File: config.mk
export PLATFORM = sky130hd
export DESIGN_NAME = forward_hazard_unit
export DESIGN_NICKNAME = d
export VERILOG_FILES = /design/src/rtl/forward_hazard_unit.sv
export SDC_FILE = /design/constraint.sdc
export NUM_CORES = 1
export LEC_CHECK = 0
export ABC_CLOCK_PERIOD_IN_PS = 2320
export BUFFER_PORTS_ARGS = -buffer_cell sky130_fd_sc_hd__buf_4
export CORE_MARGIN = 2
export CORE_UTILIZATION = 28
export DETAILED_ROUTE_END_ITERATION = 7
export PLACE_DENSITY = 0.55
export RECOVER_POWER = 50
export SLEW_MARGIN = 20
export SYNTH_ARGS = -nofsm -noshare
export SYNTH_HDL_FRONTEND = slang
export SYNTH_SLANG_ARGS = --single-unit
File: constraint.sdc
create_clock -name clk -period 2.32 [get_ports clk]
set_clock_uncertainty 0.1 [all_clocks]
set_input_delay 0 -clock clk [delete_from_list [all_inputs] [get_ports clk]]
set_output_delay 0 -clock clk [all_outputs]
set_load 0.05 [all_outputs]
File: src/rtl/forward_hazard_unit.sv
// forward_hazard_unit
//
// Purpose:
//   Tracks the destination registers of instructions in flight after ID
//   (stage 1 = EX ... stage DEPTH = WB). It chooses a forwarding source for
//   each of the two ID operands. It stalls ID when the youngest producer of an
//   operand is a load whose data is not yet available.
//
// Ports:
//   clk, rst_n            clock; synchronous active-low reset
//   id_valid              ID holds a real instruction
//   rs_id, rt_id          ID source registers; use_rs/use_rt qualify them
//   id_rd, id_wen         ID destination register and its write enable
//   id_is_load            ID instruction is a load
//   flush                 kill the ID instruction and the stage-1 entry
//   stall                 hold PC and ID (combinational)
//   fwd_a, fwd_b          0 = register file, k = forward from stage k
//   stall_count           saturating count of stalled cycles
//
// Qualifier semantics: an ID instruction enters stage 1 only in a cycle where
// id_valid=1, stall=0 and flush=0. Every other cycle inserts a bubble.
module forward_hazard_unit #(
  parameter int AW         = 5,
  parameter int DEPTH      = 3,
  parameter int LOAD_STAGE = 2,
  parameter int SEL_W      = 2
) (
  input  logic             clk,
  input  logic             rst_n,
  input  logic             id_valid,
  input  logic [AW-1:0]    rs_id,
  input  logic [AW-1:0]    rt_id,
  input  logic             use_rs,
  input  logic             use_rt,
  input  logic [AW-1:0]    id_rd,
  input  logic             id_wen,
  input  logic             id_is_load,
  input  logic             flush,
  output logic             stall,
  output logic [SEL_W-1:0] fwd_a,
  output logic [SEL_W-1:0] fwd_b,
  output logic [15:0]      stall_count
);

  // Per-stage producer records, index k = stage k.
  logic [DEPTH:1]  valid_q, valid_d;
  logic [DEPTH:1]  wen_q,   wen_d;
  logic [DEPTH:1]  load_q,  load_d;
  logic [AW-1:0]   rd_q [1:DEPTH];
  logic [AW-1:0]   rd_d [1:DEPTH];
  logic [15:0]     stall_count_q, stall_count_d;

  int   win_a, win_b;
  logic haz_a, haz_b;

  // Operand resolution. The scan runs from oldest to youngest, so the last
  // hit it records is the youngest producer. That producer wins.
  always_comb begin
    win_a = 0;
    win_b = 0;
    for (int k = DEPTH; k >= 1; k--) begin
      if (valid_q[k] && wen_q[k] && (rd_q[k] != '0)) begin
        if (use_rs && (rd_q[k] == rs_id)) win_a = k;
        if (use_rt && (rd_q[k] == rt_id)) win_b = k;
      end
    end
    // A load that has not yet reached LOAD_STAGE cannot supply data.
    haz_a = (win_a != 0) && load_q[win_a] && (win_a < LOAD_STAGE);
    haz_b = (win_b != 0) && load_q[win_b] && (win_b < LOAD_STAGE);
  end

  assign fwd_a       = haz_a ? '0 : SEL_W'(win_a);
  assign fwd_b       = haz_b ? '0 : SEL_W'(win_b);
  // Flush kills the ID instruction, so its hazard is irrelevant.
  assign stall       = (haz_a || haz_b) && id_valid && !flush;
  assign stall_count = stall_count_q;

  // Next state: shift the pipeline by one stage every cycle.
  always_comb begin
    valid_d[1] = id_valid && !stall && !flush;
    wen_d[1]   = id_wen;
    load_d[1]  = id_is_load;
    rd_d[1]    = id_rd;
    for (int k = 2; k <= DEPTH; k++) begin
      // Flush also kills the instruction leaving stage 1.
      valid_d[k] = valid_q[k-1] && !(flush && (k == 2));
      wen_d[k]   = wen_q[k-1];
      load_d[k]  = load_q[k-1];
      rd_d[k]    = rd_q[k-1];
    end
    stall_count_d = stall_count_q;
    if (stall && (stall_count_q != 16'hFFFF)) stall_count_d = stall_count_q + 16'd1;
  end

  always_ff @(posedge clk) begin
    if (!rst_n) begin
      valid_q       <= '0;
      wen_q         <= '0;
      load_q        <= '0;
      stall_count_q <= '0;
      for (int k = 1; k <= DEPTH; k++) rd_q[k] <= '0;
    end else begin
      valid_q       <= valid_d;
      wen_q         <= wen_d;
      load_q        <= load_d;
      stall_count_q <= stall_count_d;
      for (int k = 1; k <= DEPTH; k++) rd_q[k] <= rd_d[k];
    end
  end

endmodule

# Word-level counts from Yosys, hierarchy flattened
# Memories as Yosys holds them, arrays and structs flattened.
# Cells that the tools add are included.
# totals
register_bits,25
memories,1
ramBits,15
out_inout_bits,21
latch_bits,0
rom_bits,0
# memory_table
name,words,word_bits,rd,rd_clocked_by_memory_dff,write_ports,line,rtl
rd_q,3,5,3,0,3,49,logic [AW-1:0] rd_q [1:DEPTH];
# op_classes
addsub,1
n_lt_le_gt_ge,4
n_bitwise,3
n_reduce_logical,30
n_shift,0
mul,0
eq_ne,7
muxes,25
n_div,0
# op_table
op,count
two-way mux 32 bit,10
less-than comparator 32 x 3 -> 1 bit (second input constant),2
less-than comparator 32 x 4 -> 1 bit (second input constant),2
nonzero test 32 bit,2
== test 5 bit,6
logical AND 1 bit,22
adder 16 x 1 -> 16 bit (second input constant),1
!= test 16 bit (second input constant),1
two-way mux 5 bit,3
nonzero test 5 bit,3
two-way mux 2 bit,4
two-way mux 1 bit,6
binary-select mux 1 bit (select 2 bit),2
OR 1 bit,3
logical NOT 1 bit,2
logical OR 1 bit,1

# Longest topological paths before layout
# Gate-level depths: netlist of the first run.
# An unclocked memory read counts as a cell.
# logic_depth
ltp_word,20
ltp_mapped,8
mapped_depth_nobuf,7

# Worst setup path before layout of the first run
# No wires, ideal clock.
# synth_path
kind,flip-flop to flip-flop
from,"register stall_count_q[0], in the netlist stall_count[0]"
to,"register stall_count_q[8], in the netlist stall_count[8]"
arrival_ns,1.961
t_required_ns,2.150
n_path_buf,0
setup_ns,0.070
period_less_slack_ns,2.132
setup_slack_ns,0.188
path_stages_with_launch,6
cell_sequence,dfxtp_1 ha_1 nand3_1 or2_2 or4_1 a21oi_1
# synth_between
elab_chain_len,2
word_cells_on_any_way,3
classes_between,add/sub (1); eq/ne (1); reduce/logical (1)
# synth_rtl
item,line,rtl
start: declaration,51,"logic [15:0] stall_count_q, stall_count_d;"
start signal: assignment,106,stall_count_q <= stall_count_d;
"parallel branches: the longest is 2 deep, another holds adder 16 x 1 -> 16 bit",--,
# Parallel ways; which one is timed is not known.
# A chain may end at the register's enable or synchronous reset.

==> impl_metrics.json, run 1 <==
{
  "cts.clk_slew.worst_paths_ns": 0.07,
  "critical_path.slowest_cell": "or4_1",
  "yosysUniqueCellTypes": 34,
  "syn_area_per_cell_um2": 9.111,
  "post_synthesis_register_bit_count": 38,
  "placement.io_buffers": 43,
  "clock.fmax_mhz": 453.8,
  "clock_sink_count": 38,
  "cp_num_buf_inv": 2,
  "maximum_number_of_pins_on_one_net_before_global_route_repair": 31,
  "post_drt_wl_per_cell_um": 13.35,
  "track_usage_pct": 13.14,
  "mostFrequentLayoutCells": "38 x buf_4, 38 x dfxtp_1, 22 x xnor2_1",
  "number_of_optimization_iterations_in_the_first_detailed_route_pass": 6,
  "cts_buffers": 5,
  "placed_cells": 322,
  "cp_endpoint_kind": "output pin",
  "worstPathArrival_ns": 2.10,
  "number_of_antenna_violations_at_the_first_check_in_global_routing": 0,
  "rsz0062_at_grt": "no",
  "num-fill-cells": 688,
  "vdd.ir_drop.worst_mv": 0.2413,
  "result_of_the_run": "finished clean",
  "syn_to_final_growth_pct": 30.27,
  "setup_violations": 0,
  "synthDominantCellAreaShare_pct": 40.53,
  "sequential_to_total_area_share_from_yosys_stat_pct": 40.53,
  "first_pass_grt_wire_length_um": 7728,
  "timing.hold.worst.class": "in -> reg",
  "power.density_cell_area_nw_per_um2": 504.9,
  "final_nets": 288,
  "die_w_um": 85.87,
  "multi_input_area_um2": 1070,
  "sequential_cell_area_um2": 760.7,
  "grt_pass1_vias": 1614,
  "hold-worst-slack_ns": 0.3437,
  "area_contributors_post_synth": "dfxtp_1 41%, xnor2_1 10%, and2_1 6.7%, xor2_1 4.2%, nand4_1 3.7%",
  "synth_nets": 230,
  "dr_total_vias": 1668,
  "worst_setup_path_start_kind": "register",
  "finalHoldViolCount": 0,
  "place_congestion": 0.9047,
  "worst_slew_pin_slew_ns": 0.6083,
  "required_ns": 2.22,
  "synthDominantAreaCellType": "dfxtp_1",
  "max_stage_delay_ns": 0.56,
  "initial_utilization_pct": 29.22,
  "initialDrtViolationCount": 71,
  "timing_worst_setup_path_type": "reg -> out",
  "max-clock-path-buffers": 2,
  "avgViaCountPerCell": 4.891,
  "floorplan.die_area_um2": 7374,
  "cts_tree": "done",
  "floorplan.core_area_um2": 6422,
  "totalWireLength_um": 4554,
  "max_cap_viol_count": 0,
  "placement_rows": 29,
  "ios": 44,
  "critPathTopFamily": "simple AND/OR/NAND/NOR gates",
  "num_antenna_cells": 0,
  "cts_root_buf": "clkbuf_8",
  "hpwlAfterDp_um": 3458,
  "power.leakage_nw": 0.8755,
  "die_h_um": 85.87,
  "clock_insertion_delay_worst_skew_ns": 0.28,
  "global_route.overflow_total": 0,
  "fraction_of_final_layout_cells_sized_beyond_drive_strength_1_pct": 18.94,
  "final.setup.tns_ns": 0,
  "worstPathMaxFanout": 4,
  "post-route-drc-count": 0,
  "reg2reg_setup_slack_ns": 0.21,
  "synthesized_instance_count": 206,
  "critical_path.cell_chain": "or4_1 -> nor2_2 -> nor3_4 -> buf_4 -> mux2i_1 -> buf_4",
  "synthesis.area_um2": 1877,
  "dpl_cell_area_um2": 2283,
  "timing.final.crit_share_pct": 94.99,
  "crit_path_frequent_cell": "buf_4",
  "fin_cells": 341,
  "max-slew-margin-rel_pct": 59.62,
  "cts.htree.levels": 2,
  "period_needed_ns": 2.204,
  "ant_nets": 0,
  "finalMaxSlewViolations": 0,
  "synth.yosys.warnings": 0,
  "post-route-cell-area_um2": 2445
}
[cells in the mapped netlist]
master / instances
nor3b_1: 1
xor2_1: 9
o21ai_4: 1
clkbuf_1: 4
o21ai_1: 1
and2_1: 20
inv_1: 7
nand2b_1: 1
nor2_1: 4
buf_2: 1
nor3_1: 4
ha_1: 1
and4b_1: 1
o31a_1: 2
a21oi_1: 12
and3b_1: 1
xnor2_1: 22
nand2_1: 15
o21a_1: 2
nor2_2: 1
o311a_1: 1
or4_1: 7
mux2i_1: 4
nor4_1: 5
nor3_4: 2
o211ai_2: 2
o211ai_1: 2
nand4_1: 11
o31ai_1: 5
o21ai_0: 6
nand3_1: 6
or2_2: 1
or3_1: 6
dfxtp_1: 38
[layout make-up]
cell class                 instances  share of cell area (%)
multi-input combinational        156                   43.76
inverter                           7                   1.075
sequential                        38                   31.12
timing repair buffer              56                   16.99
clock buffer                       7                   3.122
tap                               77                   3.941
[kinds of logic (layout without fill, tap and decap cells)]
| kind of cell | Yosys count | after routing | share of synthesized area [%] |
|---|---|---|---|
| XOR/XNOR | 31 | 31 | 14.47 |
| flip-flops | 38 | 38 | 40.53 |
| multiplexers | 4 | 4 | 2.133 |
| AND/OR/NAND/NOR | 86 | 86 | 27.40 |
| adder cells (fa/ha/maj) | 1 | 1 | 0.6666 |
| buffers and inverters | 12 | 70 | 2.466 |
| AO/OA/AOI/OAI | 34 | 34 | 12.33 |
[worst register-to-register path, stage by stage (launching register included)]
cell and delay, ns:
dfxtp_1 0.35, or4_1 0.56, nor2_2 0.21, nor3_4 0.10
buf_4 0.14, o211ai_2 0.26, nor4_1 0.10, o21a_1 0.18
[worst paths after layout]
path	start	end	cells after the start
min	use_rs	stall_count[1]	5
max reg2reg	rd_q[0][6]	stall_count[14]	7
max	rd_q[0][6]	fwd_a[0]	6
min reg2reg	wen_q[2]	wen_q[3]	1
[layer usage]
layer	vias up	share of wire (%)	wire length [µm]	GRT usage [%]
met5	-	0	0	0
met4	0	1.2	55	4.473
met3	8	4.0	180	3.657
met2	41	48	2168	21.07
met1	771	47	2149	16.97
li1	848	-	-	-
[through the flow]
stage                     total power [mW]  setup WS (ns)  util [%]
after floorplan                     0.7591         0.1885         -
after global placement              0.8148         0.1149     35.55
after detailed placement            0.8158        0.06652     35.55
after CTS                            1.257        0.04822     38.30
after global routing                 1.295       0.002601     38.07
final                                1.234         0.1161     38.07
[state kept, by name (all words and copies together), names as in the netlist]
register and cells:
valid_q 3, load_q 1, rd_q 15, wen_q 3
stall_count 16
[power breakdown]
group	internal (mW)	switching (mW)
clock	0.207	0.216
sequential	0.667	0.0164
combinational	0.0744	0.0540
[timing repair]
action                                 4_1_cts  5_1_grt
gates resized for setup                      0        0
hold buffers                                10        0
endpoints found under the hold margin       10        0
setup endpoints to repair                    0        3
buffers inserted                             0        2
No activity file was read; power rests on OpenSTA's default activity.
==> run 2, diff against run 1 <==
--- a/config.mk
+++ b/config.mk
@@ -12,6 +12,7 @@
 export DETAILED_ROUTE_END_ITERATION = 7
 export PLACE_DENSITY = 0.55
 export RECOVER_POWER = 50
+export SETUP_SLACK_MARGIN = 0.4
 export SLEW_MARGIN = 20
 export SYNTH_ARGS = -nofsm -noshare
 export SYNTH_HDL_FRONTEND = slang
==> run 2 against run 1 <==
  * Register-to-register slack improved by 0.02 ns
  * Hold slack got worse by 0.017 ns
  * Sequential cell count is the same
  * Sequential power is essentially flat
  * Largest power group unchanged
  * Sequential share of layout area shrank 2.6 points
  * Non-clock buffer count grew 14
  * Combinational power up 8%
  * Global-route usage barely moved
  * Largest cell class unchanged
==> impl_metrics.json, run 2 (same netlist as run 1, synthesis figures left out) <==
{
  "floorplan.core_area_um2": 6422,
  "required_ns": 2.22,
  "first_pass_grt_wire_length_um": 7728,
  "power.leakage_nw": 0.9906,
  "placement_rows": 29,
  "max-clock-path-buffers": 2,
  "final_nets": 303,
  "power.density_cell_area_nw_per_um2": 468.9,
  "number_of_antenna_violations_at_the_first_check_in_global_routing": 0,
  "swShare_pct": 24.30,
  "number_of_optimization_iterations_in_the_first_detailed_route_pass": 4,
  "clock.fmax_mhz": 468.1,
  "max_cap_viol_count": 0,
  "timing.hold.worst.class": "in -> reg",
  "cts_buffers": 5,
  "ios": 44,
  "initialDrtViolationCount": 72,
  "clock_sink_count": 38,
  "cts.clk_slew.worst_paths_ns": 0.08,
  "worst_setup_path_start_kind": "register",
  "power_report.internal_total_uw": 984.6,
  "die_w_um": 85.87,
  "worstPathMaxFanout": 4,
  "cts.htree.levels": 2,
  "totalWireLength_um": 4861,
  "setup_violations": 0,
  "track_usage_pct": 13.18,
  "finalHoldViolCount": 0,
  "final.setup.tns_ns": 0,
  "mostFrequentLayoutCells": "36 x buf_4, 22 x dfxtp_1, 19 x xnor2_1",
  "hold-worst-slack_ns": 0.3266,
  "period_needed_ns": 2.136,
  "timing.final.crit_share_pct": 92.09,
  "hpwlAfterDp_um": 3418,
  "cts_root_buf": "clkbuf_8",
  "ant_nets": 0,
  "avgViaCountPerCell": 4.908,
  "power.sequential.fraction_pct": 52.6,
  "die_h_um": 85.87,
  "post-route-drc-count": 0,
  "placement.io_buffers": 43,
  "place_congestion": 0.8359,
  "vdd.ir_drop.worst_mv": 0.2756,
  "dr_total_vias": 1752,
  "syn_to_final_growth_pct": 47.80,
  "num_antenna_cells": 0,
  "power.share.combinational_pct": 10.6,
  "maximum_number_of_pins_on_one_net_before_global_route_repair": 31,
  "global_route.overflow_total": 0,
  "timing_worst_setup_path_type": "reg -> out",
  "max-slew-margin-rel_pct": 25.64,
  "fin_total_pwr_mw": 1.301,
  "clock_insertion_delay_worst_skew_ns": 0.29,
  "post_drt_wl_per_cell_um": 13.62,
  "setup_ws_ns": 0.1836,
  "clk_network_pwr_share_pct": 36.8,
  "finalMaxSlewViolations": 0,
  "power.net_switching_uw": 316.0,
  "initial_utilization_pct": 29.22,
  "largest_reg_flops": 16,
  "grt_pass1_vias": 1570,
  "floorplan.die_area_um2": 7374,
  "worstPathArrival_ns": 2.04,
  "worst_slew_pin_slew_ns": 1.115,
  "fraction_of_final_layout_cells_sized_beyond_drive_strength_1_pct": 33.21,
  "final_common_cell": "buf_4",
  "cts_tree": "done",
  "placement.setup.worst_slack_ns": 0.1178,
  "rsz0062_at_grt": "yes",
  "cp_endpoint_kind": "output pin",
  "result_of_the_run": "finished clean"
}
run 2: through the flow:
step	instance area (µm²)	instances	utilization [%]
4_1_cts	2696	348	41.98
3_5_place_dp	2325	322	36.20
2_1_floorplan	1921	206	-
6_report	2774	357	43.19
3_3_place_gp	2325	322	36.20
5_1_grt	2774	357	43.19
run 2: path summary, 6_finish.rpt:
path,slack [ns],depth (start not counted),start,end
max,0.18,7,rd_q[0][7],fwd_b[0]
min reg2reg,0.38,1,wen_q[2],wen_q[3]
min,0.33,3,flush,valid_q[2]
max reg2reg,0.23,7,rd_q[0][5],stall_count[8]
run 2: worst max-delay path, cell delays in order (launching register included):
cell	delay [ns]
dfxtp_4	0.36
or4_4	0.54
nor2_4	0.15
nor3_4	0.08
buf_4	0.14
buf_6	0.12
mux2i_2	0.18
buf_6	0.18
run 2: cell type report:
cell class              count  area [µm²]
inverters                   7       26.28
well taps                  77       96.34
multi-input cells         157        1217
fillers                   644        3649
clock buffers               6       82.58
repair buffers             70       548.0
flip-flops and latches     38       790.8
clock inverters             2       12.51
run 2: timing repair:
action	CTS	global route
endpoints found under the hold margin	14	0
pin swaps	12	18
setup buffers	6	8
cloned	0	1
resized for setup	26	12
setup endpoints to repair	19	21
hold buffers	12	0
run 2: per-layer routing:
metal	track usage, %	share of wire [%]
met4	4.762	1.5
met1	18.14	48
met2	20.44	47
met3	2.599	3.1
met5	0	0
run 2: power by group through the flow:
stage                     Sequential, mW  Clock (mW)  Combinational, mW
after floorplan                    0.694           0             0.0667
after global routing               0.687       0.516              0.151
after detailed placement           0.699           0              0.117
after CTS                          0.683       0.493              0.136
after global placement             0.699           0              0.117
final                              0.684       0.479              0.138
==> run 3, diff against run 2 <==
--- a/config.mk
+++ b/config.mk
@@ -8,12 +8,11 @@
 export ABC_CLOCK_PERIOD_IN_PS = 2320
 export BUFFER_PORTS_ARGS = -buffer_cell sky130_fd_sc_hd__buf_4
 export CORE_MARGIN = 2
-export CORE_UTILIZATION = 28
+export CORE_UTILIZATION = 50
 export DETAILED_ROUTE_END_ITERATION = 7
-export PLACE_DENSITY = 0.55
+export PLACE_DENSITY = 0.83
 export RECOVER_POWER = 50
 export SETUP_SLACK_MARGIN = 0.4
-export SLEW_MARGIN = 20
 export SYNTH_ARGS = -nofsm -noshare
 export SYNTH_HDL_FRONTEND = slang
 export SYNTH_SLANG_ARGS = --single-unit
==> run 3 against run 2 <==
  * Non-clock buffer count decreased by 7
  * Final cell count decreased by 10%
  * Maximum frequency decreased by 0.60%
  * Critical path type unchanged
  * Largest cell class unchanged
  * Largest power group unchanged
  * Highest routed layer unchanged
==> impl_metrics.json, run 3 (same netlist as run 1, synthesis figures left out) <==
{
  "met1_length_um": 2100,
  "max_cap_viol_count": 0,
  "dr_wl_met3_um": 228,
  "worstPathArrival_ns": 2.05,
  "power_report.internal_total_uw": 952.1,
  "number_of_antenna_violations_at_the_first_check_in_global_routing": 0,
  "syn_to_final_growth_pct": 38.07,
  "worstPathMaxFanout": 4,
  "rsz0062_at_grt": "yes",
  "global_route.overflow_total": 0,
  "max-slew-margin-rel_pct": 29.60,
  "final_nets": 296,
  "hpwlAfterDp_um": 3081,
  "floorplan.core_area_um2": 3633,
  "worst_setup_path_start_kind": "register",
  "placement.io_buffers": 43,
  "ios": 44,
  "cp_endpoint_kind": "output pin",
  "clock_sink_count": 38,
  "post_drt_wl_per_cell_um": 14.28,
  "grt_pass1_vias": 1550,
  "first_pass_grt_wire_length_um": 7238,
  "totalWireLength_um": 4569,
  "power.sequential.fraction_pct": 54.8,
  "dr_total_vias": 1749,
  "cts_tree": "done",
  "largest_reg_flops": 16,
  "top_sig_layer": "met4",
  "initialDrtViolationCount": 140,
  "result_of_the_run": "finished clean",
  "final_core_utilization_pct": 71.32,
  "initial_utilization_pct": 51.65,
  "cts_buffers": 5,
  "power.share.combinational_pct": 11.0,
  "placement_rows": 22,
  "die_w_um": 65.27,
  "worst_slew_pin_slew_ns": 1.056,
  "swShare_pct": 23.72,
  "finalMaxSlewViolations": 0,
  "cts.htree.levels": 2,
  "power.leakage_nw": 0.9279,
  "timing.final.crit_share_pct": 92.65,
  "reg2reg_setup_slack_ns": 0.21,
  "period_needed_ns": 2.149,
  "clock.fmax_mhz": 465.2,
  "maximum_number_of_pins_on_one_net_before_global_route_repair": 31,
  "fraction_of_final_layout_cells_sized_beyond_drive_strength_1_pct": 29.78,
  "floorplan.die_area_um2": 4260,
  "place_congestion": 0.8206,
  "finalHoldViolCount": 0,
  "final_common_cell": "buf_4",
  "track_usage_pct": 22.04,
  "cts_root_buf": "clkbuf_8",
  "clk_network_pwr_share_pct": 34.2,
  "clock_insertion_delay_worst_skew_ns": 0.29,
  "timing.hold.worst.class": "in -> reg",
  "setup_violations": 0,
  "avgViaCountPerCell": 5.466,
  "power.net_switching_uw": 296.0,
  "wl_met2_um": 2141,
  "die_h_um": 65.27,
  "mostFrequentLayoutCells": "34 x buf_4, 21 x xnor2_1, 21 x dfxtp_1",
  "post-route-drc-count": 0,
  "cts.clk_slew.worst_paths_ns": 0.07,
  "timing_worst_setup_path_type": "reg -> out",
  "max-clock-path-buffers": 2,
  "power.density_cell_area_nw_per_um2": 481.7,
  "ant_nets": 0,
  "required_ns": 2.22,
  "final.setup.tns_ns": 0,
  "number_of_optimization_iterations_in_the_first_detailed_route_pass": 4,
  "num_antenna_cells": 0,
  "vdd.ir_drop.worst_mv": 0.3616
}
[run 3: worst paths after layout]
path	start	to	cells after the start
setup / recovery	rd_q[0][9]	fwd_a[0]	7
hold / removal	flush	valid_q[2]	3
setup reg to reg	rd_q[0][9]	stall_count[0]	8
hold reg to reg	wen_q[2]	wen_q[3]	1
[run 3: area by class of cell]
| cell class | count | area [µm²] |
|---|---|---|
| Fill cell | 296 | 1042 |
| Sequential cell | 38 | 789.5 |
| Timing Repair Buffer | 63 | 485.5 |
| Multi-Input combinational cell | 157 | 1154 |
| Inverter | 7 | 26.28 |
| Tap cell | 48 | 60.06 |
| Clock buffer | 7 | 76.32 |
[run 3: repair_timing]
item / in CTS / in global routing
resized for setup: 16 / 6
endpoints found under the hold margin: 13 / 0
gates cloned: 0 / 1
pin swaps: 4 / 8
setup buffers: 3 / 6
endpoints found under the setup margin: 20 / 21
hold buffers: 11 / 0
[run 3: power by group through the flow]
stage	registers [mW]	clock network, mW	logic (mW)
2_1_floorplan	0.694	0	0.0667
3_3_place_gp	0.698	0	0.113
3_5_place_dp	0.699	0	0.116
4_1_cts	0.684	0.429	0.134
5_1_grt	0.686	0.463	0.149
6_report	0.684	0.427	0.138
[run 3: per-stage QoR]
stage	cell area (µm²)	worst slack (ns)	total power, mW	instances	hold WS [ns]
final	2591	0.1706	1.248	320	0.3339
after global routing	2591	0.1130	1.297	320	0.3491
after CTS	2557	0.2259	1.248	313	0.3278
after detailed placement	2281	0.07768	0.8157	292	0.09026
after global placement	2281	0.1677	0.8116	292	0.08947
after floorplan	1921	0.3828	0.7610	206	-0.02385
[run 3: layer usage]
metal,up-vias,global-route usage [%]
met5,-,0
li1,869,-
met4,0,7.031
met1,817,29.91
met3,11,5.993
met2,52,34.06
[run 3: critical path, stage by stage (launching register included)]
cell,delay (ns)
dfxtp_2,0.34
or4_4,0.55
nor2_4,0.15
nor3_4,0.07
buf_4,0.14
buf_6,0.12
mux2i_2,0.19
buf_6,0.19
